===== config.mk =====
export PLATFORM = sky130hd
export DESIGN_NAME = trap_redirect_unit
export DESIGN_NICKNAME = d
export VERILOG_FILES = /design/src/rtl/trap_redirect_unit.sv
export SDC_FILE = /design/constraint.sdc
export NUM_CORES = 1
export LEC_CHECK = 0
export ABC_AREA = 0
export ABC_CLOCK_PERIOD_IN_PS = 3900
export CORE_ASPECT_RATIO = 1.4
export CORE_MARGIN = 5
export CORE_UTILIZATION = 43
export DETAILED_ROUTE_END_ITERATION = 6
export PLACE_DENSITY = 0.86
export REMOVE_ABC_BUFFERS = 1
export SLEW_MARGIN = 40
export SYNTH_ARGS = -nofsm -noshare
export SYNTH_HDL_FRONTEND = slang
export SYNTH_SLANG_ARGS = --single-unit
export TNS_END_PERCENT = 20

===== constraint.sdc =====
create_clock -name clk -period 3.9 [get_ports clk]
set_clock_uncertainty 0.05 [all_clocks]
set_input_delay 0.78 -clock clk [delete_from_list [all_inputs] [get_ports clk]]
set_output_delay 0.78 -clock clk [all_outputs]
set_load 0.03 [all_outputs]

===== src/rtl/trap_redirect_unit.sv =====
// trap_redirect_unit: turns CSR/EHU trap requests and committed MRETs into a
// one-cycle PC redirect followed by a counted flush of the FD/XB stages, and
// tracks whether the core is running inside a trap handler.
// Optional feature: define TRAP_CNT_EN to add the trap_count output.
module trap_redirect_unit #(
  parameter int unsigned FLUSH_CYCLES = 2,
  parameter int unsigned CNT_W        = 32
) (
  input  logic              clk,
  input  logic              reset,
  input  logic              initiate_exception,
  input  logic              XB_mret,
  input  logic              XB_bubble,
  input  logic [31:0]       csr_mtvec,
  input  logic [31:0]       csr_mepc,
  output logic              pc_redirect,
  output logic [31:0]       pc_target,
  output logic              flush,
  output logic              busy,
  output logic              in_handler,
  output logic              double_trap
`ifdef TRAP_CNT_EN
  ,
  output logic [CNT_W-1:0]  trap_count
`endif
);

  localparam int unsigned FCW = 4;

  typedef enum logic {
    S_RUN,
    S_FLUSH
  } state_t;

  state_t         state;
  logic [FCW-1:0] flush_cnt;

  // Reject parameter values the flush counter cannot represent.
  if (FLUSH_CYCLES < 1 || FLUSH_CYCLES > 15) begin : g_bad_flush
    $error("FLUSH_CYCLES must be in 1..15");
  end
  if (CNT_W < 1) begin : g_bad_cnt
    $error("CNT_W must be at least 1");
  end

  // Redirect/flush sequencer with handler tracking; exception beats MRET.
  always_ff @(posedge clk) begin
    if (reset) begin
      state       <= S_RUN;
      flush_cnt   <= '0;
      pc_redirect <= 1'b0;
      pc_target   <= 32'h0;
      flush       <= 1'b0;
      busy        <= 1'b0;
      in_handler  <= 1'b0;
      double_trap <= 1'b0;
    end else begin
      pc_redirect <= 1'b0;
      case (state)
        S_RUN: begin
          if (initiate_exception) begin
            state       <= S_FLUSH;
            flush_cnt   <= FCW'(FLUSH_CYCLES - 1);
            pc_redirect <= 1'b1;
            pc_target   <= {csr_mtvec[31:2], 2'b00};
            flush       <= 1'b1;
            busy        <= 1'b1;
            in_handler  <= 1'b1;
            if (in_handler) begin
              double_trap <= 1'b1;
            end
          end else if (XB_mret && !XB_bubble) begin
            state       <= S_FLUSH;
            flush_cnt   <= FCW'(FLUSH_CYCLES - 1);
            pc_redirect <= 1'b1;
            pc_target   <= {csr_mepc[31:2], 2'b00};
            flush       <= 1'b1;
            busy        <= 1'b1;
            in_handler  <= 1'b0;
          end
        end
        S_FLUSH: begin
          // Requests here belong to squashed younger instructions.
          if (flush_cnt == '0) begin
            state <= S_RUN;
            flush <= 1'b0;
            busy  <= 1'b0;
          end else begin
            flush_cnt <= flush_cnt - FCW'(1);
          end
        end
        default: begin
          state <= S_RUN;
          flush <= 1'b0;
          busy  <= 1'b0;
        end
      endcase
    end
  end

`ifdef TRAP_CNT_EN
  // Count accepted traps only; wraps naturally at 2^CNT_W.
  always_ff @(posedge clk) begin
    if (reset) begin
      trap_count <= '0;
    end else if (state == S_RUN && initiate_exception) begin
      trap_count <= trap_count + CNT_W'(1);
    end
  end
`endif

endmodule


Word-level counts from Yosys, hierarchy flattened

Cells that the tools add are included.

Flip-flop bits (word level): 41
Input bits: 69
Output and inout port bits: 37

Add/subtract/negate cells: 1
Equal/unequal tests: 3
Multiplexer cells: 16
Bitwise gates (word level): 1
Reduce and logical (&&, ||, !) cells: 9

Operators by type and width:

| operator              | count |
|---|---|
| $mux W32              | 2 |
| $mux W4               | 3 |
| $mux W1               | 8 |
| $pmux W4 S2           | 1 |
| $reduce_and A2 Y1     | 3 |
| $logic_not A4 Y1      | 1 |
| $pmux W1 S2           | 2 |
| $sub A4 B1 Y4 const B | 1 |
| $ne A3 B3 Y1 const B  | 1 |
| $reduce_and A3 Y1     | 1 |
| $ne A2 B1 Y1 const B  | 1 |
| $ne A2 B2 Y1 const B  | 1 |
| $reduce_bool A2 Y1    | 1 |
| $reduce_or A2 Y1      | 1 |
| $logic_and A1 B1 Y1   | 1 |
| $logic_not A1 Y1      | 1 |
| $not A1 Y1            | 1 |

Depth between registers and ports, before layout

Gate-level depths: netlist of the first run.

Depth in word-level cells: 5
Mapped depth: 5

Least setup slack after synthesis of the first run

OpenSTA, ideal clock, no wires.

Path kind: input-to-reg
Start point: in initiate_exception
End point: reg pc_target[18]
Setup time: 0.134 ns
Data arrival time: 1.659 ns
Setup slack: 2.057 ns
Stages on the path: 5
Buffers on the path: 2
Cells stage by stage: buf_6 > buf_4 > mux2_2 > a211oi_1 > a211oi_1

Word-level cells in the longest chain between the ends: 2

Ends and longest elaborated chain:

| item                         | line | RTL |
|---|---|---|
| from (decl)                  | 11   | `input logic initiate_exception,` |
| $reduce_bool A2 Y1 (no line) | --   |  |
| $reduce_and A2 Y1 (no line)  | --   |  |
| to (signal assigned)         | 65   | `pc_target <= {csr_mtvec[31:2], 2'b00};` |
| to (signal assigned)         | 76   | `pc_target <= {csr_mepc[31:2], 2'b00};` |
| to (decl)                    | 17   | `output logic [31:0] pc_target,` |

Several ways; a longest one is shown, not always the timed one.
A chain may end at the register's enable or synchronous reset.

Worst setup path in the final report of the first run

Start point: reg busy
End point: out busy

RTL lines:

| item                   | line | RTL |
|---|---|---|
| from (decl)            | 19   | `output logic busy,` |
| from (signal assigned) | 54   | `busy <= 1'b0;` |
| from (signal assigned) | 67   | `busy <= 1'b1;` |
| from (signal assigned) | 78   | `busy <= 1'b1;` |

No word-level cell between the ends.

==> impl_metrics.py, run 1 <==
metrics = {
    "outcome": {
        "outcome": "finished clean",
    },
    "worst_setup_path": {
        "crit_path_start_kind": "register",
        "crit_path_end_kind": "primary output",
        "critical_path.top_delay_family": "buffers and inverters",
        "crit_arrival_ps": 1340,
        "reg2reg_depth": 4,
        "required_ps": 3070,
        "worstReg2RegEnd": "flush_cnt[1]",
        "cp_num_buf_inv": 1,
        "r2r_slack_ps": 2400,
        "max_stage_delay_ps": 690,
        "r2r_start": "state",
        "endpoint": "busy",
        "slowest_stage": "clkdlybuf4s50_1",
        "worst-path-max-fanout": 3,
        "worstSetupPathType": "reg -> out",
        "critPathLaunch": "busy",
        "crit_cells": 1,
        "crit_chain": "clkdlybuf4s50_1",
    },
    "synthesis": {
        "synth_common_cells": "dfxtp_1 (39), a211oi_1 (32), inv_1 (20)",
        "yosysMostFrequentCell": "dfxtp_1",
        "synth_edf_count": 0,
        "syn_inst": 210,
        "synth_top_area_share_pct": 37.8,
        "syn_area_mm2": 0.00206,
        "synth_cell_types": 34,
        "yosys.area.top_type": "dfxtp_1",
        "yosysWarnings": 0,
        "yosys-top-cells-area": "dfxtp_1 (38%), a211oi_1 (12%), mux2_2 (8.7%)",
        "ys_seq_area_share_pct": 37.8,
        "synthFlopType": "dfxtp_1",
        "avgSynthCellArea_um2": 9.83,
        "synth_async_sr_flop_share_pct": 0,
        "ys_seq_elements": 39,
    },
    "min_path": {
        "hold_path_class": "reg -> reg",
        "whs_path_depth": 2,
    },
    "clock_network": {
        "cts.sinks": 39,
        "root_buffer": "clkbuf_8",
        "post_cts_resized": 0,
        "cts_buffers": 5,
        "clk_latency_ps": 280,
        "clock_path_buffers": 2,
        "cts_max_level": 2,
        "cts_setup_buffers": 0,
        "cts_tree": "built",
        "clk_pin_slew_ps": 70,
        "cts-hold-fix-buffers": 0,
    },
    "flow_run": {
        "maxCapViolations": 0,
    },
    "pwr": {
        "p_sw_uw": 393,
        "switching_share_pct": 33.3,
        "p_clk_share_pct": 21.8,
        "p_comb_share_pct": 37.6,
        "p_int_uw": 786,
        "irDropWorstVdd_v": 0.000205,
        "leakage_uw": 0.00112,
        "p_seq_share_pct": 40.6,
        "powerDensity_mw_per_mm2": 385,
    },
    "placed_design": {
        "pre_cts_ws_ps": 1490,
        "portBuffers": 99,
        "gp_congestion": 0.791,
        "place_hpwl_um": 3840,
    },
    "floorplanning": {
        "io_pins": 106,
        "die-area_mm2": 0.00631,
        "die_w_um": 68.6,
        "rows": 29,
        "initial_utilization_pct": 44.8,
        "fp.dieH_um": 92.0,
        "core_mm2": 0.00461,
    },
    "final_layout": {
        "area_growth_pct": 48.1,
        "drive_above_1_share_pct": 10.5,
        "fill_cells": 382,
        "n_antenna_cell": 0,
        "nets": 366,
    },
    "grt": {
        "antenna_found_initial": 0,
        "grt_pass1_wl_um": 8570,
        "grt.total_usage_pct": 17.2,
        "grt_overflow": 0,
        "first_global_vias": 1951,
        "grt_max_degree": 40,
    },
    "drt": {
        "vias": 1911,
        "first_iter_violations": 97,
        "totalWireLength_um": 5460,
        "dr.pass1.iters": 4,
        "drc_errors": 0,
        "via_per_inst": 5.34,
        "wl_per_cell_um": 15.2,
        "ant_nets": 0,
    },
    "timing": {
        "period_share_pct": 55.5,
        "setup_violations": 0,
        "finalMaxSlewViolations": 0,
        "tns_ps": 0,
        "hold_viol_final": 0,
        "worst_pin_slew_ps": 612,
        "rsz0062_at_grt": "no",
        "postLayoutSetupSlackWorst_ps": 1730,
        "fmax_mhz": 462,
        "period_needed_ps": 2170,
        "max_slew_margin_pct": 59.2,
    },
}
## metrics by stage
| step | cell area, µm² | hold slack (ps) | power, µW | std cells | util, % |
|---|---|---|---|---|---|
| floorplan | 1880 | 404 | 727 | 185 | - |
| global placement | 2980 | 393 | 925 | 350 | 64.6 |
| detailed placement | 2980 | 393 | 935 | 350 | 64.6 |
| CTS | 3060 | 408 | 1190 | 358 | 66.4 |
| global route | 3060 | 424 | 1240 | 358 | 66.4 |
| finish | 3060 | 409 | 1180 | 358 | 66.4 |
## power groups by stage
| stage | clock network (µW) | registers (µW) | logic (µW) |
|---|---|---|---|
| floorplan | 0 | 581 | 146 |
| detailed placement | 0 | 487 | 447 |
| global route | 279 | 484 | 480 |
| finish | 257 | 478 | 443 |
| global placement | 0 | 485 | 440 |
| CTS | 265 | 479 | 449 |
## cells in the final DEF, fill, tap and decap left out, types with 2 or more instances in the layout
master and count:
ha_1 2, nand2b_1 2, nor2_1 6, clkbuf_8 5
clkdlybuf4s50_1 98, buf_4 4, nand3_1 3, o32ai_1 2
dfxtp_1 39, a2111oi_0 13, mux2_2 16, a31oi_1 2
clkbuf_1 2, a31o_1 13, inv_1 20, conb_1 2
mux2i_1 14, nand2_1 3, a21oi_1 2, a211oi_1 32
o21ai_0 2
## cell type report
cell class / count / area [µm²] / area share, %
clock buffer: 7 / 76.3 / 2.50
clock inverter: 1 / 5.00 / 0.164
timing repair buffer: 103 / 1020 / 33.2
multi-input combinational: 124 / 1020 / 33.3
tap: 62 / 77.6 / 2.54
inverter: 22 / 82.6 / 2.70
sequential: 39 / 781 / 25.5
## state kept, by name, summed over array words and instances (netlist names)
register     flops
pc_redirect      1
state            1
double_trap      1
in_handler       1
flush_cnt        4
busy             1
pc_target       30
## routing by layer
metal | vias up | global-route usage [%] | part of all wire [%]
met3 | 4 | 5.26 | 10
met4 | 0 | 5.47 | 0.68
met2 | 72 | 31.6 | 50
met1 | 889 | 17.9 | 39
li1 | 946 | - | -
met5 | - | 0 | 0
## how the worst min path moves through the flow
| stage | start | endpoint |
|---|---|---|
| 4_1_cts | pc_target[22] | pc_target[22] |
| 5_1_grt | pc_target[18] | pc_target[18] |
| 6_report | pc_target[29] | pc_target[29] |
| 3_3_place_gp | pc_target[22] | pc_target[22] |
| 2_1_floorplan | flush_cnt[1] | flush_cnt[1] |
| 3_5_place_dp | pc_target[22] | pc_target[22] |
## logic make-up after synthesis
logic type / share of synthesized area, %
adder cells (fa/ha/maj): 1.21
other: 0.182
buffers and inverters: 13.0
multiplexers: 15.5
AND/OR/NAND/NOR: 4.42
flip-flops: 37.8
AO/OA/AOI/OAI: 27.8
Power figures use the tool's default switching activity.
==> run 2, diff against run 1 <==
ABC_CLOCK_PERIOD_IN_PS = 1900   (was 3900)
CORE_UTILIZATION = 36   (was 43)
PLACE_DENSITY = 0.77   (was 0.86)
clock period = 1.9 ns   (was 3.9 ns; I/O delays follow)
==> run 2 against run 1 <==
  * Non-clock buffer count increased by 9
  * Flip-flop and latch count unchanged
  * Largest power group unchanged
  * Global-route usage decreased by 2.0 points
  * Critical endpoint is now in_handler
==> impl_metrics.py, run 2 (synthesized netlist as in run 1, its figures left out) <==
metrics = {
    "outcome": {
        "outcome": "finished clean",
    },
    "timing": {
        "setup_violations": 0,
        "fmax_mhz": 568,
        "hold_viol_final": 0,
        "period_needed_ps": 1760,
        "rsz0062_at_grt": "no",
        "finalMaxSlewViolations": 0,
        "period_share_pct": 92.7,
        "tns_ps": 0,
    },
    "floorplanning": {
        "initial_utilization_pct": 37.1,
        "die-area_mm2": 0.00737,
        "die_w_um": 74,
        "io_pins": 106,
        "core_mm2": 0.00557,
        "rows": 32,
        "fp.dieH_um": 99.6,
    },
    "final_layout": {
        "top_register": "pc_target",
        "area_growth_pct": 56.5,
        "biggestRegsByFlops": "pc_target x30, flush_cnt x4",
        "final_common_cell": "clkdlybuf4s50_1",
        "fill_cells": 512,
        "drive_above_1_share_pct": 13.4,
        "largest_register_ffs": 30,
        "layout_common_cells": "clkdlybuf4s50_1 (98), dfxtp_1 (39), a211oi_1 (32), inv_1 (20), mux2_2 (16)",
        "nets": 375,
        "n_antenna_cell": 0,
    },
    "worst_setup_path": {
        "cp_num_buf_inv": 1,
        "r2r_slack_ps": 480,
        "worst-path-max-fanout": 3,
        "crit_path_end_kind": "primary output",
        "crit_chain": "clkdlybuf4s50_1",
        "crit_arrival_ps": 1330,
        "slowest_stage": "clkdlybuf4s50_1",
        "required_ps": 1470,
        "crit_path_start_kind": "register",
        "critical_path.top_delay_family": "buffers and inverters",
        "max_stage_delay_ps": 680,
        "worstSetupPathType": "reg -> out",
    },
    "grt": {
        "grt_max_degree": 39,
        "first_global_vias": 1961,
        "grt_pass1_wl_um": 9030,
        "grt_overflow": 0,
        "grt.total_usage_pct": 15.2,
        "antenna_found_initial": 0,
    },
    "placed_design": {
        "portBuffers": 99,
        "gp_congestion": 0.763,
        "place_hpwl_um": 4200,
    },
    "pwr": {
        "irDropWorstVdd_v": 0.000498,
        "leakage_uw": 0.00120,
        "powerDensity_mw_per_mm2": 821,
        "power_uw": 2650,
    },
    "drt": {
        "via_per_inst": 5.25,
        "wl_per_cell_um": 14.9,
        "dr.pass1.iters": 4,
        "ant_nets": 0,
        "totalWireLength_um": 5550,
        "first_iter_violations": 49,
        "drc_errors": 0,
        "vias": 1958,
    },
    "clock_network": {
        "cts_tree": "built",
        "clk_pin_slew_ps": 80,
        "post_cts_resized": 0,
        "clk_latency_ps": 290,
        "root_buffer": "clkbuf_8",
        "cts-hold-fix-buffers": 0,
        "cts.sinks": 39,
        "cts_buffers": 5,
        "cts_max_level": 2,
        "cts_setup_buffers": 0,
        "clock_path_buffers": 2,
    },
    "min_path": {
        "hold_path_class": "reg -> reg",
    },
    "flow_run": {
        "maxCapViolations": 0,
    },
}
## run 2: cell types whose count changed in the layout (fill, tap and decap cells not counted), sizes merged
cell / previous run / this run
bufinv: 0 / 1
clkbuf: 7 / 6
buf: 5 / 14
## run 2: worst paths after layout
| kind | startpoint | cells after the start | to |
|---|---|---|---|
| setup / recovery | in_handler | 1 | in_handler |
| hold / removal | pc_target[19] | 2 | pc_target[19] |
| setup reg to reg | flush_cnt[0] | 6 | flush_cnt[0] |
| hold reg to reg | pc_target[19] | 2 | pc_target[19] |
## run 2: cell type report
class,instances,area [µm²],area share (%)
Clock inverter,2,35.0,1.08
Sequential cell,39,781,24.2
Inverter,22,82.6,2.56
Clock buffer,6,82.6,2.56
Timing Repair Buffer,112,1150,35.5
Multi-Input combinational cell,124,1020,31.5
Tap cell,68,85.1,2.63
## run 2: where the power goes
| group | total [µW] | switching, µW | internal, µW |
|---|---|---|---|
| sequential | 989 | 65.2 | 924 |
| combinational | 954 | 481 | 474 |
| clock | 709 | 284 | 425 |
| total | 2650 | 830 | 1820 |
## run 2: metal layers
metal	wire, µm	track usage (%)
met5	0	0
met4	106	5.44
met3	577	5.06
met2	2740	25.9
met1	2130	17.4
## run 2: per-stage QoR
| stage | cell area (µm²) | setup WS (ps) | util, % | cells | hold WS (ps) |
|---|---|---|---|---|---|
| 2_1_floorplan | 1880 | -113 | - | 185 | 399 |
| 3_3_place_gp | 3110 | 2.33 | 55.9 | 365 | 394 |
| 3_5_place_dp | 3110 | -52.7 | 55.9 | 365 | 395 |
| 4_1_cts | 3230 | 122 | 58.0 | 373 | 411 |
| 5_1_grt | 3230 | 85.8 | 58.0 | 373 | 430 |
| 6_report | 3230 | 139 | 58.0 | 373 | 406 |
